$ cat src/rtl/led_sequencer.sv
// Eight-LED sequencer: off / static / blink / bouncing chase, stepped by a prescaler.
// Optional LED_PWM_EN adds a per-command 4-bit duty gate on lit LEDs.
module led_sequencer #(
   parameter int STEP_DIV   = 1200000,
   parameter bit ACTIVE_LOW = 1'b0
) (
   input  logic       clk,
   input  logic       rst,
   input  logic       cmd_valid,
   output logic       cmd_ready,
   input  logic [1:0] cmd_mode,
   input  logic [7:0] cmd_pattern,
`ifdef LED_PWM_EN
   input  logic [3:0] cmd_duty,
`endif
   output logic       step_tick,
   output logic       D1,
   output logic       D2,
   output logic       D3,
   output logic       D4,
   output logic       D5,
   output logic       D6,
   output logic       D7,
   output logic       D8
);

   localparam int PW = $clog2(STEP_DIV);

   // Mode states share the cmd_mode encoding so LOAD can jump straight to them.
   localparam logic [2:0] S_OFF    = 3'd0;
   localparam logic [2:0] S_STATIC = 3'd1;
   localparam logic [2:0] S_BLINK  = 3'd2;
   localparam logic [2:0] S_CHASE  = 3'd3;
   localparam logic [2:0] S_LOAD   = 3'd4;

   logic [2:0]    state;
   logic [1:0]    mode_q;
   logic [7:0]    pat_q;
   logic [PW-1:0] presc;
   logic [2:0]    pos;
   logic          dir_dn;
   logic          phase_off;
   logic [7:0]    led_q;
   logic [7:0]    frame;
   logic [7:0]    lit;
   logic          wrap;
   logic          accept;

   assign cmd_ready = (state != S_LOAD);
   assign accept    = cmd_valid && cmd_ready;
   assign wrap      = (presc == PW'(STEP_DIV - 1));

   always_comb begin
      frame = '0;
      case (state)
         S_STATIC: frame = pat_q;
         S_BLINK:  frame = phase_off ? 8'h00 : pat_q;
         S_CHASE:  frame = 8'd1 << pos;
         default:  frame = '0;
      endcase
   end

`ifdef LED_PWM_EN
   logic [3:0] duty_q;
   logic [3:0] pwm_cnt;

   always_ff @(posedge clk) begin
      if (rst) pwm_cnt <= '0;
      else     pwm_cnt <= pwm_cnt + 4'd1;
   end

   assign lit = frame & {8{pwm_cnt <= duty_q}};
`else
   assign lit = frame;
`endif

   always_ff @(posedge clk) begin
      if (rst) begin
         state     <= S_OFF;
         mode_q    <= '0;
         pat_q     <= '0;
         presc     <= '0;
         pos       <= '0;
         dir_dn    <= 1'b0;
         phase_off <= 1'b0;
         step_tick <= 1'b0;
         led_q     <= '0;
`ifdef LED_PWM_EN
         duty_q    <= 4'hF;
`endif
      end else if (state == S_LOAD) begin
         // LED frame is held here so the new mode's first frame lands cleanly.
         presc     <= '0;
         pos       <= '0;
         dir_dn    <= 1'b0;
         phase_off <= 1'b0;
         step_tick <= 1'b0;
         state     <= {1'b0, mode_q};
      end else begin
         presc     <= wrap ? '0 : presc + PW'(1);
         step_tick <= wrap;
         led_q     <= lit;
         if (wrap && state == S_BLINK) phase_off <= ~phase_off;
         if (wrap && state == S_CHASE) begin
            if (!dir_dn) begin
               if (pos == 3'd7) begin
                  dir_dn <= 1'b1;
                  pos    <= 3'd6;
               end else begin
                  pos <= pos + 3'd1;
               end
            end else begin
               if (pos == 3'd0) begin
                  dir_dn <= 1'b0;
                  pos    <= 3'd1;
               end else begin
                  pos <= pos - 3'd1;
               end
            end
         end
         if (accept) begin
            state  <= S_LOAD;
            mode_q <= cmd_mode;
            pat_q  <= cmd_pattern;
`ifdef LED_PWM_EN
            duty_q <= cmd_duty;
`endif
         end
      end
   end

   logic [7:0] d_vec;
   assign d_vec = led_q ^ {8{ACTIVE_LOW}};
   assign {D8, D7, D6, D5, D4, D3, D2, D1} = d_vec;

endmodule

$ cat config.mk
export PLATFORM = sky130hd
export DESIGN_NAME = led_sequencer
export DESIGN_NICKNAME = d
export VERILOG_FILES = /design/src/rtl/led_sequencer.sv
export SDC_FILE = /design/constraint.sdc
export NUM_CORES = 1
export LEC_CHECK = 0
export ABC_CLOCK_PERIOD_IN_PS = 2500
export CAP_MARGIN = 0
export CORE_ASPECT_RATIO = 1.25
export CORE_MARGIN = 4
export CORE_UTILIZATION = 55
export CTS_CLUSTER_DIAMETER = 150
export DETAILED_ROUTE_END_ITERATION = 8
export PLACE_DENSITY = 0.77
export SYNTH_ARGS = -nofsm -noshare
export SYNTH_HDL_FRONTEND = slang
export SYNTH_SLANG_ARGS = --single-unit
$ cat constraint.sdc
create_clock -name clk -period 2.5 [get_ports clk]
set_clock_uncertainty 0.05 [all_clocks]
set_input_delay 0.5 -clock clk [delete_from_list [all_inputs] [get_ports clk]]
set_output_delay 0.5 -clock clk [all_outputs]
set_load 0.005 [all_outputs]
Yosys cells after proc, flatten, opt, wreduce, memory -nomap -nowiden
Index checks and enable logic that the tools add are counted.

word-level totals
  register bits = 48
  logic and storage cells = 41

operators by class
  $add $sub $neg = 3
  equal/unequal tests = 7
  shift operators = 1
  muxes and demuxes = 10
  bitwise gates (word level) = 2
  reductions and logical operators = 8

operators with widths
  kind                                                                count
  8-bit case mux with 3 select lines                                  1
  21-bit by 1-bit adder with 21-bit output, second input constant     1
  21-bit == test, second input constant                               1
  3-bit two-way mux                                                   3
  8-bit two-way mux                                                   1
  1-bit by 3-bit << shifter with 8-bit output, first input constant   1
  3-bit by 2-bit == test with 1-bit output, second input constant     2
  3-bit == test, second input constant                                2
  2-bit two-way mux                                                   2
  3-bit by 1-bit adder with 3-bit output, second input constant       1
  3-bit by 1-bit == test with 1-bit output, second input constant     1
  1-bit logical AND                                                   3
  3-bit zero test                                                     1
  1-bit two-way mux                                                   3
  3-bit inequality test, second input constant                        1
  3-bit OR reduction                                                  1
  3-bit by 1-bit subtractor with 3-bit output, second input constant  1
  1-bit NOT                                                           2
  2-bit AND reduction                                                 1
  2-bit nonzero test                                                  1
  2-bit OR reduction                                                  1

Depth between registers and ports, before layout
  depth after elaboration = 4
  mapped depth = 8

Least setup slack after synthesis
No wires, ideal clock.

  path type = register to register
  from = register presc[0]
  to = register presc[20]
  library setup time = 70 ps
  data arrival time = 1,874 ps
  data required time = 2,380 ps
  setup slack = 506 ps
  stages on the path, launching flop included = 7
  path buffers = 1
  cells stage by stage = dfxtp_1 > ha_1 > nand2_1 > or4_1 > buf_2 > or4_1 > a21oi_1

on the way
  word-level cells in the longest chain between the ends = 2
  elaborated cells between the ends (all ways) = 3

RTL lines
  what                                                                              line  RTL
  from (decl)                                                                       39    logic [PW-1:0] presc;
  from (signal assigned)                                                            100   presc <= wrap ? '0 : presc + PW'(1);
  branches (longest 2 deep; another with 21-bit by 1-bit adder with 21-bit output)  n/a

Several ways; the timed one is not identified.
A chain may end at the register's enable or synchronous reset.

Worst setup path in the final report
Ends and elaborated chain as after synthesis.

==> metrics.md <==
| Metric | Value |
|---|---|
| Area of the multi-input gates | `1110 sq um` |
| Mapped Cells | `253` |
| Class of the worst hold path | `register to register` |
| Flops & latches, synth | `48` |
| Final GP Congestion | `between 0.7 and 0.8` |
| Internal power | `about 1.0 mW` |
| Die Width | `roughly 64 um` |
| VDD IR max | `around 0.41 mV` |
| Clock share of power | `between 30% and 40%` |
| Vias in the first global route | `around 1700` |
| Fraction of layout cells with a size suffix above 1 | `5.38%` |
| Seq pwr share | `approximately 58%` |
| Synthesis Warnings | `0` |
| Kind of critical path | `register to register` |
| Post-CTS Setup Inserts | `0` |
| R2R Path Start | `presc[0]` |
| CTS resizes | `0` |
| Initial antenna violation count | `0` |
| Final setup TNS | `0 ns` |
| Max-cap violations | `0` |
| Most common library cells after synthesis | `dfxtp_1 (48), nor2_1 (33), nand2_1 (30), a21oi_1 (27), o21ai_0 (10)` |
| Grt total ovfl | `0` |
| Worst reg2reg path depth | `5` |
| Fin. max-slew vios | `0` |
| Adder-cell share of the synthesized area | `around 3.5%` |
| Yosys top cell by area | `dfxtp_1` |
| Layout area overhead | `17.0%` |
| Fin util | `66.7%` |
| Main combinational cell family by area after synthesis | `simple AND/OR/NAND/NOR gates` |
| Comb power frac | `~6.6%` |
| Synthesized net count | `272` |
| Total Wirelength | `between 4000 and 5000 um` |
| Compound-cell area share of the yosys netlist | `between 10% and 20%` |
| Pwr dens | `around 550 nW/um^2` |
| # clock sinks | `48` |
| Inserted Clock Buffers | `5` |
| Most used DFF post-synth | `dfxtp_1` |
| Initial Util | `around 57%` |
| Most common cell in the netlist | `dfxtp_1` |
| CTS Hold Buffers Added | `0` |
| Post-Syn Area | `roughly 2100 sq um` |
| Non-filler instance count after layout | `roughly 320` |
| DR WL/cell | `approximately 14 um` |
| Slew @ Worst Pin | `0.640 ns` |
| Row count | `25` |
| Routed via count | `between 1500 and 2000` |
| Worst-Skew Late Latency | `between 0.3 and 0.4 ns` |
| Synth unique cells | `41` |
| Post-synth EDFFs | `0` |
| R2r setup slk | `about 0.34 ns` |
| Share of Yosys cell area claimed by the top area cell type | `44.9%` |
| RSZ-0062 raised after global routing | `no` |
| Initial DRC count | `approximately 150` |
| Dpl cell area | `about 2400 sq um` |
| Worst hold path depth | `1` |
| Clock period minus worst slack | `2.16 ns` |
| Drc violations | `0` |
| Static Leak | `approximately 0.86 nW` |
| Clock root buffer master | `clkbuf_8` |
| DRT Pass-1 Iters | `4` |
| Number of I/O port buffers | `22` |
| Routed Antenna Nets | `0` |
| Crit path max fanout | `9` |
| Slew margin rel. | `56.7%` |
| IO Pins | `23` |
| DR vias/cell | `approximately 5.7` |
| Worst EP required | `between 2 and 3 ns` |
| Outcome | `finished, final reports clean` |
| Worst Min Path Start | `presc[0]` |
| Fin crit share | `~87%` |
| Layout filler cell count | `around 330` |
| CP startpoint kind | `register` |
| DIE HEIGHT | `77.7 um` |
| Nets | `between 200 and 300` |
| Worst-path clk slew | `around 0.09 ns` |
| F_max | `approximately 0.46 GHz` |
| End of the worst register-to-register path | `presc[20]` |
| Asr flop ratio synth | `0%` |
| Core area | `3750 sq um` |
| Arrival @ worst endpoint | `roughly 2.4 ns` |
| Die Area | `just under 5000 sq um` |
| Hold WS | `about 0.4 ns` |
| # setup viols final | `0` |
| First-pass GRT wire length | `between 7000 and 8000 um` |
| Top post-synthesis cells by area | `dfxtp_1 (45%), a21oi_1 (6.3%), nor2_1 (5.8%)` |
| Final instance area | `about 2500 sq um` |
| Post-Place Cells | `311` |
| Mux cell area share after synthesis | `0.468%` |
| Post-synthesis simple-gate area fraction | `about 28%` |
| Synth Area in XOR/XNOR | `4.51%` |
| Switching Share | `23.4%` |
| CTS tree | `built` |
| Clock buffer depth | `2` |
| Mean post-synth cell area | `8.45 sq um` |
| CTS H-tree depth | `2` |
| Largest net degree at the start of global routing | `22` |
| Switching power | `~320 uW` |
| Number of diodes | `0` |
| Sequential Area | `~960 sq um` |
| Total global-route track usage | `a little under a fifth` |
| CP Capture Type | `register` |
| Sequential area share after synthesis | `around 45%` |
| Hold path endpoint | `presc[0]` |
| DP HPWL | `around 3100 um` |
| Final Hold Viols | `0` |
-- registers in the layout (all words and copies together) (netlist names) --
register,flops
pat_q,8
pos,3
state,3
d_vec,8
dir_dn,1
phase_off,1
mode_q,2
presc,21
step_tick,1
-- final cells by class --
type / instances / share of cell area (%)
flip-flops and latches: 48 / 38.4
inverters: 9 / 1.35
clock buffers: 7 / 3.45
well taps: 40 / 2.00
clock inverters: 1 / 0.300
repair buffers: 27 / 10.3
multi-input cells: 187 / 44.2
-- metal layers --
| metal | track usage [%] | wire (um) | part of all wire, % | vias to the layer above |
|---|---|---|---|---|
| met1 | 21.0 | 1910 | 43 | 842 |
| met4 | 7.78 | 70 | 1.6 | 0 |
| met2 | 32.9 | 2240 | 51 | 30 |
| met3 | 5.21 | 189 | 4.3 | 7 |
| li1 | - | - | - | 952 |
| met5 | 0 | 0 | 0 | - |
-- cell families (layout without fill, tap and decap cells) --
| kind of cell | Yosys count | in the layout |
|---|---|---|
| AND/OR/NAND/NOR | 116 | 116 |
| AO/OA/AOI/OAI | 53 | 53 |
| flip-flops | 48 | 48 |
| buffers and inverters | 18 | 44 |
| XOR/XNOR | 11 | 11 |
| adder cells (fa/ha/maj) | 6 | 6 |
| multiplexers | 1 | 1 |
-- power by group through the flow --
stage | sequential, mW | clock (mW) | combinational, mW
after global routing | 0.797 | 0.518 | 0.100
after floorplan | 0.808 | 0 | 0.0510
after global placement | 0.812 | 0 | 0.0896
final | 0.794 | 0.482 | 0.0902
after CTS | 0.794 | 0.488 | 0.0914
after detailed placement | 0.812 | 0 | 0.0906
-- metrics by stage --
stage / power, mW / setup slack, ns
2_1_floorplan: 0.859 / 0.506
3_3_place_gp: 0.901 / 0.407
3_5_place_dp: 0.903 / 0.343
4_1_cts: 1.37 / 0.321
5_1_grt: 1.42 / 0.208
6_report: 1.37 / 0.335
-- critical path, cell delays in order, from the launching register on --
cell     delay, ns
dfxtp_1       0.37
ha_1          0.22
nand2_1       0.14
or4_1         0.68
or4_1         0.52
a21oi_1       0.14
-- worst max-delay path by stage --
stage | start | to | slack [ns] | cells past startpoint
2_1_floorplan | presc[0] | presc[20] | 0.51 | 6
3_3_place_gp | presc[0] | presc[20] | 0.41 | 5
3_5_place_dp | presc[0] | presc[20] | 0.34 | 5
4_1_cts | presc[0] | presc[20] | 0.32 | 5
5_1_grt | state[2] | cmd_ready | 0.21 | 3
6_report | presc[0] | presc[20] | 0.34 | 5
-- layout by cell type (no fill, tap or decap), types with 7 or more instances in the layout --
cell / n
dfxtp_1: 48
nor2_1: 33
nand2_1: 30
a21oi_1: 27
clkdlybuf4s50_1: 22
o21ai_0: 10
inv_1: 9
xnor2_1: 9
a222oi_1: 7
Power figures use the tool's default switching activity.
